[src/rtl/mips_pkg.sv]
// ---------------------------------------------------------------------------
// mips_pkg : shared types and constants for the MIPS pipeline stages
// Rev 1.0
// ---------------------------------------------------------------------------
`default_nettype none

package mips_pkg;

  localparam int WORD_W  = 32;
  localparam int MD_ITER = 32;

  // Control-bit positions shared with the MEM stage
  localparam int M_READ_BIT        = 1;
  localparam int M_WRITE_BIT       = 0;
  localparam int WB_REG_WRITE_BIT  = 1;
  localparam int WB_MEM_TO_REG_BIT = 0;

  typedef enum logic [4:0] {
    OP_ADD   = 5'd0,
    OP_SUB   = 5'd1,
    OP_AND   = 5'd2,
    OP_OR    = 5'd3,
    OP_XOR   = 5'd4,
    OP_NOR   = 5'd5,
    OP_SLT   = 5'd6,
    OP_SLTU  = 5'd7,
    OP_LUI   = 5'd8,
    OP_SLL   = 5'd9,
    OP_SRL   = 5'd10,
    OP_SRA   = 5'd11,
    OP_SLLV  = 5'd12,
    OP_SRLV  = 5'd13,
    OP_SRAV  = 5'd14,
    OP_MFHI  = 5'd15,
    OP_MFLO  = 5'd16,
    OP_MTHI  = 5'd17,
    OP_MTLO  = 5'd18,
    OP_MULT  = 5'd19,
    OP_MULTU = 5'd20,
    OP_DIV   = 5'd21,
    OP_DIVU  = 5'd22
  } alu_op_t;

  function automatic logic is_md_op(input alu_op_t op);
    return (op == OP_MULT) || (op == OP_MULTU) || (op == OP_DIV) || (op == OP_DIVU);
  endfunction

  // Every op that touches HI/LO must wait for the iterative unit
  function automatic logic is_hilo_op(input alu_op_t op);
    return is_md_op(op) || (op == OP_MFHI) || (op == OP_MFLO) ||
           (op == OP_MTHI) || (op == OP_MTLO);
  endfunction

endpackage

`default_nettype wire

[src/rtl/execute_stage_if.sv]
// ---------------------------------------------------------------------------
// execute_stage_if : ID/EX inputs and EX/MEM outputs of the execute stage
// Rev 1.0
// ---------------------------------------------------------------------------
`default_nettype none

interface execute_stage_if
  import mips_pkg::*;
#(
  parameter int WIDTH      = WORD_W,
  parameter int REG_ADDR_W = 5
);

  logic                  valid_in;
  logic [1:0]            wb_EX;
  logic [2:0]            m_EX;
  alu_op_t               alu_op;
  logic                  alu_src;
  logic                  reg_dst;
  logic [WIDTH-1:0]      read_data1;
  logic [WIDTH-1:0]      read_data2;
  logic [WIDTH-1:0]      imm_ext;
  logic [4:0]            shamt;
  logic [REG_ADDR_W-1:0] rt;
  logic [REG_ADDR_W-1:0] rd;

  logic [1:0]            wb_MEM;
  logic [2:0]            m;
  logic                  zero;
  logic [WIDTH-1:0]      address_MEM;
  logic [WIDTH-1:0]      write_data_mem;
  logic [REG_ADDR_W-1:0] write_register_ex;
  logic                  stall;
  logic                  md_busy;

  modport master (
    output valid_in, wb_EX, m_EX, alu_op, alu_src, reg_dst,
           read_data1, read_data2, imm_ext, shamt, rt, rd,
    input  wb_MEM, m, zero, address_MEM, write_data_mem, write_register_ex,
           stall, md_busy
  );

  modport slave (
    input  valid_in, wb_EX, m_EX, alu_op, alu_src, reg_dst,
           read_data1, read_data2, imm_ext, shamt, rt, rd,
    output wb_MEM, m, zero, address_MEM, write_data_mem, write_register_ex,
           stall, md_busy
  );

endinterface

`default_nettype wire

[src/rtl/muldiv_unit.sv]
// ---------------------------------------------------------------------------
// muldiv_unit : iterative shift-add multiply / restoring divide owning HI/LO
// Rev 1.0
// ---------------------------------------------------------------------------
`default_nettype none

module muldiv_unit
  import mips_pkg::*;
#(
  parameter int WIDTH = MD_ITER
) (
  input  logic             clk,
  input  logic             rst_n,
  input  logic             i_start,
  input  alu_op_t          i_op,
  input  logic [WIDTH-1:0] i_a,
  input  logic [WIDTH-1:0] i_b,
  input  logic             i_mt_hi,
  input  logic             i_mt_lo,
  output logic [WIDTH-1:0] o_hi,
  output logic [WIDTH-1:0] o_lo,
  output logic             o_busy
);

  localparam int c_cnt_w = $clog2(WIDTH);

  logic               r_busy, r_is_div, r_neg_res, r_neg_rem, r_div0;
  logic [c_cnt_w-1:0] r_cnt;
  logic [WIDTH-1:0]   r_acc, r_q, r_d, r_hi, r_lo;

  logic               w_div, w_sgn, w_a_neg, w_b_neg;
  logic [WIDTH-1:0]   w_a_mag, w_b_mag;
  logic [WIDTH:0]     w_sum, w_shl, w_diff;
  logic [WIDTH-1:0]   w_acc_nx, w_q_nx;
  logic [2*WIDTH-1:0] w_prod, w_prod_fix;

  assign w_div   = (i_op == OP_DIV) || (i_op == OP_DIVU);
  assign w_sgn   = (i_op == OP_MULT) || (i_op == OP_DIV);
  assign w_a_neg = w_sgn & i_a[WIDTH-1];
  assign w_b_neg = w_sgn & i_b[WIDTH-1];
  assign w_a_mag = w_a_neg ? -i_a : i_a;
  assign w_b_mag = w_b_neg ? -i_b : i_b;

  // r_acc holds the product high half or the partial remainder; r_q holds the
  // multiplier (shifted out) or the dividend/quotient (shifted through).
  always_comb begin
    w_sum    = {1'b0, r_acc} + (r_q[0] ? {1'b0, r_d} : '0);
    w_shl    = {r_acc, r_q[WIDTH-1]};
    w_diff   = w_shl - {1'b0, r_d};
    w_acc_nx = w_sum[WIDTH:1];
    w_q_nx   = {w_sum[0], r_q[WIDTH-1:1]};
    if (r_is_div) begin
      if (!w_diff[WIDTH]) begin
        w_acc_nx = w_diff[WIDTH-1:0];
        w_q_nx   = {r_q[WIDTH-2:0], 1'b1};
      end else begin
        w_acc_nx = w_shl[WIDTH-1:0];
        w_q_nx   = {r_q[WIDTH-2:0], 1'b0};
      end
    end
    w_prod     = {w_acc_nx, w_q_nx};
    w_prod_fix = r_neg_res ? -w_prod : w_prod;
  end

  always_ff @(posedge clk or negedge rst_n) begin
    if (!rst_n) begin
      r_busy    <= 1'b0;
      r_is_div  <= 1'b0;
      r_neg_res <= 1'b0;
      r_neg_rem <= 1'b0;
      r_div0    <= 1'b0;
      r_cnt     <= '0;
      r_acc     <= '0;
      r_q       <= '0;
      r_d       <= '0;
      r_hi      <= '0;
      r_lo      <= '0;
    end else if (i_start) begin
      r_busy    <= 1'b1;
      r_cnt     <= c_cnt_w'(WIDTH - 1);
      r_is_div  <= w_div;
      r_neg_res <= w_a_neg ^ w_b_neg;
      r_neg_rem <= w_a_neg;
      r_div0    <= (i_b == '0);
      r_acc     <= '0;
      r_q       <= w_a_mag;
      r_d       <= w_b_mag;
    end else if (r_busy) begin
      r_acc <= w_acc_nx;
      r_q   <= w_q_nx;
      if (r_cnt == '0) begin
        r_busy <= 1'b0;
        if (r_is_div) begin
          // Divide by zero keeps the raw all-ones quotient; the remainder
          // sign fix then restores the original dividend into HI.
          r_lo <= (r_neg_res & ~r_div0) ? -w_q_nx : w_q_nx;
          r_hi <= r_neg_rem ? -w_acc_nx : w_acc_nx;
        end else begin
          r_hi <= w_prod_fix[2*WIDTH-1:WIDTH];
          r_lo <= w_prod_fix[WIDTH-1:0];
        end
      end else begin
        r_cnt <= r_cnt - c_cnt_w'(1);
      end
    end else begin
      if (i_mt_hi) r_hi <= i_a;
      if (i_mt_lo) r_lo <= i_a;
    end
  end

  assign o_hi   = r_hi;
  assign o_lo   = r_lo;
  assign o_busy = r_busy;

endmodule

`default_nettype wire

[src/rtl/execute_stage.sv]
// ---------------------------------------------------------------------------
// execute_stage : MIPS EX stage - ALU, operand/destination mux, EX/MEM register
// Rev 1.0
// ---------------------------------------------------------------------------
`default_nettype none

module execute_stage
  import mips_pkg::*;
#(
  parameter int WIDTH      = WORD_W,
  parameter int REG_ADDR_W = 5
) (
  input  logic           clk,
  input  logic           rst_n,
  execute_stage_if.slave ex
);

  logic [WIDTH-1:0]      w_b, w_alu, w_hi, w_lo;
  logic                  w_stall, w_issue, w_md_start, w_mt_hi, w_mt_lo, w_md_busy;

  logic [1:0]            r_wb;
  logic [2:0]            r_m;
  logic                  r_zero;
  logic [WIDTH-1:0]      r_addr, r_wdata;
  logic [REG_ADDR_W-1:0] r_wreg;

  assign w_b        = ex.alu_src ? ex.imm_ext : ex.read_data2;
  assign w_stall    = ex.valid_in & w_md_busy & is_hilo_op(ex.alu_op);
  assign w_issue    = ex.valid_in & ~w_stall;
  assign w_md_start = w_issue & is_md_op(ex.alu_op);
  assign w_mt_hi    = w_issue & (ex.alu_op == OP_MTHI);
  assign w_mt_lo    = w_issue & (ex.alu_op == OP_MTLO);

  always_comb begin
    w_alu = '0;
    case (ex.alu_op)
      OP_ADD:  w_alu = ex.read_data1 + w_b;
      OP_SUB:  w_alu = ex.read_data1 - w_b;
      OP_AND:  w_alu = ex.read_data1 & w_b;
      OP_OR:   w_alu = ex.read_data1 | w_b;
      OP_XOR:  w_alu = ex.read_data1 ^ w_b;
      OP_NOR:  w_alu = ~(ex.read_data1 | w_b);
      OP_SLT:  w_alu = {{(WIDTH-1){1'b0}}, ($signed(ex.read_data1) < $signed(w_b))};
      OP_SLTU: w_alu = {{(WIDTH-1){1'b0}}, (ex.read_data1 < w_b)};
      OP_LUI:  w_alu = w_b << 16;
      OP_SLL:  w_alu = ex.read_data2 << ex.shamt;
      OP_SRL:  w_alu = ex.read_data2 >> ex.shamt;
      OP_SRA:  w_alu = $unsigned($signed(ex.read_data2) >>> ex.shamt);
      OP_SLLV: w_alu = ex.read_data2 << ex.read_data1[4:0];
      OP_SRLV: w_alu = ex.read_data2 >> ex.read_data1[4:0];
      OP_SRAV: w_alu = $unsigned($signed(ex.read_data2) >>> ex.read_data1[4:0]);
      OP_MFHI: w_alu = w_hi;
      OP_MFLO: w_alu = w_lo;
      default: w_alu = '0;
    endcase
  end

  muldiv_unit #(.WIDTH(WIDTH)) u_muldiv (
    .clk     (clk),
    .rst_n   (rst_n),
    .i_start (w_md_start),
    .i_op    (ex.alu_op),
    .i_a     (ex.read_data1),
    .i_b     (ex.read_data2),
    .i_mt_hi (w_mt_hi),
    .i_mt_lo (w_mt_lo),
    .o_hi    (w_hi),
    .o_lo    (w_lo),
    .o_busy  (w_md_busy)
  );

  // Stalled or empty slots register a bubble with data zeroed as well
  always_ff @(posedge clk or negedge rst_n) begin
    if (!rst_n) begin
      r_wb    <= '0;
      r_m     <= '0;
      r_zero  <= 1'b0;
      r_addr  <= '0;
      r_wdata <= '0;
      r_wreg  <= '0;
    end else if (w_issue) begin
      r_wb    <= ex.wb_EX;
      r_m     <= ex.m_EX;
      r_zero  <= (w_alu == '0);
      r_addr  <= w_alu;
      r_wdata <= ex.read_data2;
      r_wreg  <= ex.reg_dst ? ex.rd : ex.rt;
    end else begin
      r_wb    <= '0;
      r_m     <= '0;
      r_zero  <= 1'b0;
      r_addr  <= '0;
      r_wdata <= '0;
      r_wreg  <= '0;
    end
  end

  assign ex.wb_MEM            = r_wb;
  assign ex.m                 = r_m;
  assign ex.zero              = r_zero;
  assign ex.address_MEM       = r_addr;
  assign ex.write_data_mem    = r_wdata;
  assign ex.write_register_ex = r_wreg;
  assign ex.stall             = w_stall;
  assign ex.md_busy           = w_md_busy;

endmodule

`default_nettype wire

[src/flat_wrapper.sv]
// flat-port wrapper written by rule: the top's interface ports become plain ports
module execute_stage_flat import mips_pkg::*;
#(
  parameter int WIDTH      = WORD_W,
  parameter int REG_ADDR_W = 5
)
  (clk, rst_n, ex_valid_in, ex_wb_EX, ex_m_EX, ex_alu_op, ex_alu_src, ex_reg_dst, ex_read_data1, ex_read_data2, ex_imm_ext, ex_shamt, ex_rt, ex_rd, ex_wb_MEM, ex_m, ex_zero, ex_address_MEM, ex_write_data_mem, ex_write_register_ex, ex_stall, ex_md_busy);
  execute_stage_if #(.WIDTH(WIDTH), .REG_ADDR_W(REG_ADDR_W)) ex_i ();
  input  logic clk;
  input  logic rst_n;
  input wire logic [$bits(ex_i.valid_in)-1:0] ex_valid_in;
  input wire logic [$bits(ex_i.wb_EX)-1:0] ex_wb_EX;
  input wire logic [$bits(ex_i.m_EX)-1:0] ex_m_EX;
  input wire logic [$bits(ex_i.alu_op)-1:0] ex_alu_op;
  input wire logic [$bits(ex_i.alu_src)-1:0] ex_alu_src;
  input wire logic [$bits(ex_i.reg_dst)-1:0] ex_reg_dst;
  input wire logic [$bits(ex_i.read_data1)-1:0] ex_read_data1;
  input wire logic [$bits(ex_i.read_data2)-1:0] ex_read_data2;
  input wire logic [$bits(ex_i.imm_ext)-1:0] ex_imm_ext;
  input wire logic [$bits(ex_i.shamt)-1:0] ex_shamt;
  input wire logic [$bits(ex_i.rt)-1:0] ex_rt;
  input wire logic [$bits(ex_i.rd)-1:0] ex_rd;
  output wire logic [$bits(ex_i.wb_MEM)-1:0] ex_wb_MEM;
  output wire logic [$bits(ex_i.m)-1:0] ex_m;
  output wire logic [$bits(ex_i.zero)-1:0] ex_zero;
  output wire logic [$bits(ex_i.address_MEM)-1:0] ex_address_MEM;
  output wire logic [$bits(ex_i.write_data_mem)-1:0] ex_write_data_mem;
  output wire logic [$bits(ex_i.write_register_ex)-1:0] ex_write_register_ex;
  output wire logic [$bits(ex_i.stall)-1:0] ex_stall;
  output wire logic [$bits(ex_i.md_busy)-1:0] ex_md_busy;
  assign ex_i.valid_in = ex_valid_in;
  assign ex_i.wb_EX = ex_wb_EX;
  assign ex_i.m_EX = ex_m_EX;
  assign ex_i.alu_op = ex_alu_op;
  assign ex_i.alu_src = ex_alu_src;
  assign ex_i.reg_dst = ex_reg_dst;
  assign ex_i.read_data1 = ex_read_data1;
  assign ex_i.read_data2 = ex_read_data2;
  assign ex_i.imm_ext = ex_imm_ext;
  assign ex_i.shamt = ex_shamt;
  assign ex_i.rt = ex_rt;
  assign ex_i.rd = ex_rd;
  assign ex_wb_MEM = ex_i.wb_MEM;
  assign ex_m = ex_i.m;
  assign ex_zero = ex_i.zero;
  assign ex_address_MEM = ex_i.address_MEM;
  assign ex_write_data_mem = ex_i.write_data_mem;
  assign ex_write_register_ex = ex_i.write_register_ex;
  assign ex_stall = ex_i.stall;
  assign ex_md_busy = ex_i.md_busy;
  execute_stage #(.WIDTH(WIDTH), .REG_ADDR_W(REG_ADDR_W)) u_core (.clk(clk), .rst_n(rst_n), .ex(ex_i));
endmodule
[config.mk]
export PLATFORM = sky130hd
export DESIGN_NAME = execute_stage_flat
export DESIGN_NICKNAME = d
export VERILOG_FILES = /design/src/rtl/mips_pkg.sv /design/src/rtl/execute_stage_if.sv /design/src/rtl/muldiv_unit.sv /design/src/rtl/execute_stage.sv /design/src/flat_wrapper.sv
export SDC_FILE = /design/constraint.sdc
export NUM_CORES = 2
export LEC_CHECK = 0
export ABC_AREA = 1
export CORE_MARGIN = 8
export CORE_UTILIZATION = 40
export CTS_BUF_LIST = sky130_fd_sc_hd__clkbuf_8
export CTS_CLUSTER_DIAMETER = 40
export DETAILED_ROUTE_END_ITERATION = 7
export PLACE_DENSITY = 0.59
export SLEW_MARGIN = 20
export SYNTH_ARGS = -nofsm -noshare
export SYNTH_HDL_FRONTEND = slang
export SYNTH_SLANG_ARGS = --single-unit
export TNS_END_PERCENT = 30
[constraint.sdc]
create_clock -name clk -period 7 [get_ports clk]
set_clock_uncertainty 0.05 [all_clocks]
set_input_delay 1.4 -clock clk [delete_from_list [all_inputs] [get_ports clk]]
set_output_delay 1.4 -clock clk [all_outputs]
set_load 0.01 [all_outputs]
==> results.ini <==
[power]
worst_ir_drop_vdd_v = 0.0002466
switching_share = 0.5755
clock_power_share = 0.142
p_per_area_mw_per_mm2 = 369.1
power.switching_uw = 7669
power.share.sequential = 0.185
power.internal_uw = 5655
power_uw = 13320
leakage_power_summed_over_all_cells_uw = 0.01805
combinationalPowerShare = 0.674

[logic_synthesis]
ys_warn_count = 0
synth_top_family_by_area = simple AND/OR/NAND/NOR gates
ys_seq_elements = 245
synth-main-ff-cell = sky130_fd_sc_hd__dfrtp_1
synth.cell_area_sq_mm = 0.03149
post_synth_fa_ha_maj_area_fraction = 0.07248
synth_edf_count = 0
synth_area_per_cell_sq_um = 5.713
netlist_instances = 5512
async_flop_share = 1.000
yosys_cell_types = 62
synth_area_in_compound_gates = 0.2155
synth_mux_area_frac = 0.001272
synth_sequential_area_ratio = 0.1947
synthSimpleGateAreaFrac = 0.3744
synthesized_area_fraction_occupied_by_xor_and_xnor_cells = 0.02197
synth_nets = 5818

[worst_setup_path]
timing.rr.end = u_core.u_muldiv.o_hi[20]
reg2reg_depth = 30
critical_path.cell_chain = clkdlybuf4s50_1 > inv_1 > nor2_1 > inv_1 > nor2_1 > a21oi_1 > inv_1 > o21ai_1 > nor2_1 > clkdlybuf4s50_1
reg2reg_from = u_core.u_muldiv.r_q[31]
critPathCaptureType = primary output
crit_path_max_incr_delay_ps = 670
crit_path_max_fanout = 5
crit_arrival_ps = 4330
critical_path_data_required_time_ps = 5550
critical_path.top_delay_family = buffers and inverters
crit_path_top_delay_cell = sky130_fd_sc_hd__clkdlybuf4s50_1
start_kind = input pin
critPathBufInv = 5
timing_worst_setup_path_type = input pin to primary output
r2r_setup_slack_ps = 1240

[timing]
worst_pin_slew_ps = 1170
tns_ps = 0
slew_violations = 0
timing.fmax_mhz = 173.0
min_period_over_period = 0.8259
setup_repair_after_global_routing_missed_its_margin = false
report.final.setup_viol = 0
period_minus_slack_ps = 5781
hold_violations = 0
worst_slack_ps = 1219
max-slew-margin-rel = 0.2116

[clock_tree]
clk_transition_reported_paths_ps = 60
max-clock-path-buffers = 3
cts_made_buffers = 56
clk_root_buffer_cell = sky130_fd_sc_hd__clkbuf_8
postCtsSetupRepairBufs = 0
post_cts_hold_buffer_count = 0
cts-resized-gates = 0
worst_skew_pair.late_latency_ps = 740
clkSinkCount = 245
cts_tree = yes
htree_levels = 2

[drt]
drt_iter0_markers = 4259
drt_pass1_iterations = 8
remaining_drc_errors = 0
avgRoutedWirePerCell_um = 25.09
average_via_count_per_standard_cell = 5.788
route.antenna.remaining_nets = 0
drt-total-wl_um = 169600
vias = 39120

[min_path]
hold_path_startpoint = u_core.u_muldiv.o_lo[11]
hold_end = u_core.u_muldiv.o_lo[11]
hold_path.class = register to register
hold-path-cell-count = 2

[final_layout]
synth_to_final_area_change_pct = 14.64
stdcell_count = 6759
nFillCells = 8657
finish.net_count = 5970
post_route_cells_drive_above_1_share = 0.05801
mostFrequentLayoutCells = sky130_fd_sc_hd__nand2_1, sky130_fd_sc_hd__inv_1, sky130_fd_sc_hd__nor2_1
layout_commonest_cell = sky130_fd_sc_hd__nand2_1
fin_util = 0.4599

[run]
maxCapViolations = 0

[outcome]
result_of_the_run = completed

[floorplan]
placeableCoreArea_sq_mm = 0.07848
chipWidth_um = 296.6
initial_utilization = 0.4012
io-pin-count = 203
design.die.area_sq_mm = 0.08796
floorplan.die.height_um = 296.6
fp-row-count = 103

[place]
place_inst = 6656
count_of_input_and_output_buffers = 202
dpl_worst_slack_ps = 1051
hpwl_um = 137700
globalplace.congestion = 1.025

[global_routing]
globalRouteOverflowTotal = 0
grt_antenna_before_repair = 6
vias_in_the_first_global_route = 37140
globalRouteTotalUtil = 0.3755
grt_first_pass_wirelength_um = 246300
grt_start_max_net_pins = 95

[per-layer routing]
layer	vias to the layer above	routed length (um)	GRT usage
met4	2	11550	0.2156
met5	-	13	0
met3	396	16480	0.07833
met1	18310	67560	0.4773
li1	18370	-	-
met2	2045	73990	0.5882
[through the flow]
step                      hold WS, ps  cell area [sq um]
after floorplan                 399.2              31490
after global placement          419.6              34820
after detailed placement        423.8              34830
after CTS                       438.0              36090
after global routing            452.7              36100
final                           438.8              36100
[cells by family after synthesis]
kind of cell,count (synthesis)
muxes,4
adders and majority gates,180
and+or+nand+nor,2835
xor gates and xnor gates,79
DFF,245
buffers and inverters,968
AOI/OAI and AO/OA,1201
[power groups by stage]
stage	combinational (uW)	sequential (uW)	clock, uW
detailed placement	8760	2450	0
global route	9880	2490	1980
finish	8980	2460	1890
global placement	8740	2450	0
CTS	8810	2440	1910
floorplan	6010	2180	0
[tightest hold or removal path, cell delays in order, from the launching register on]
cell                      delay (ps)
sky130_fd_sc_hd__dfrtp_1         340
sky130_fd_sc_hd__nand2_1          50
sky130_fd_sc_hd__o21ai_0          60
[layout make-up]
| class | count | area, sq um | share of cell area |
|---|---|---|---|
| Multi-Input combinational cell | 4299 | 21620 | 0.5989 |
| Sequential cell | 245 | 6138 | 0.1700 |
| Timing Repair Buffer | 333 | 3018 | 0.08360 |
| Inverter | 729 | 2736 | 0.07580 |
| Tap cell | 1050 | 1314 | 0.03639 |
| Clock buffer | 68 | 935.9 | 0.02593 |
| Clock inverter | 32 | 329.1 | 0.009116 |
| Antenna cell | 3 | 7.507 | 0.0002080 |
[how the worst max path moves through the flow]
stage / end / cells past startpoint / slack (ps) / startpoint
global placement: u_core.ex.zero / 21 / 990 / ex_alu_src
finish: ex_stall / 10 / 1220 / ex_alu_op[2]
floorplan: u_core.ex.zero / 24 / 2170 / ex_alu_src
CTS: u_core.u_muldiv.o_hi[6] / 32 / 1380 / u_core.u_muldiv.r_q[31]
detailed placement: u_core.ex.zero / 21 / 1050 / ex_alu_src
global route: u_core.u_muldiv.o_hi[12] / 33 / 840 / u_core.u_muldiv.r_q[31]
[sequential cells by signal (all words and copies together) (netlist names)]
register / flops
u_core.ex.wb_MEM: 2
u_core.u_muldiv.r_div0: 1
u_core.u_muldiv.r_cnt: 5
u_core.ex.m: 3
u_core.u_muldiv.r_is_div: 1
u_core.u_muldiv.o_hi: 32
u_core.u_muldiv.r_neg_res: 1
u_core.ex.write_register_ex: 5
u_core.u_muldiv.o_busy: 1
u_core.u_muldiv.r_d: 32
u_core.u_muldiv.r_q: 32
u_core.ex.write_data_mem: 32
u_core.ex.zero: 1
u_core.u_muldiv.r_neg_rem: 1
u_core.u_muldiv.o_lo: 32
u_core.u_muldiv.r_acc: 32
u_core.ex.address_MEM: 32
[synth_stat cells, types with 68 or more instances]
| cell type | n | area [sq um] |
|---|---|---|
| sky130_fd_sc_hd__nand2_1 | 1577 | 5919 |
| sky130_fd_sc_hd__inv_1 | 708 | 2658 |
| sky130_fd_sc_hd__nor2_1 | 580 | 2177 |
| sky130_fd_sc_hd__o21ai_0 | 566 | 2833 |
| sky130_fd_sc_hd__nand3_1 | 440 | 2202 |
| sky130_fd_sc_hd__a21oi_1 | 271 | 1356 |
| sky130_fd_sc_hd__dfrtp_1 | 245 | 6131 |
| sky130_fd_sc_hd__ha_1 | 176 | 2202 |
| sky130_fd_sc_hd__clkbuf_1 | 164 | 615.6 |
| sky130_fd_sc_hd__o21ai_1 | 71 | 355.3 |
| sky130_fd_sc_hd__xor2_1 | 71 | 621.9 |
| sky130_fd_sc_hd__o211ai_1 | 68 | 510.5 |
No activity file was read; power rests on OpenSTA's default activity.
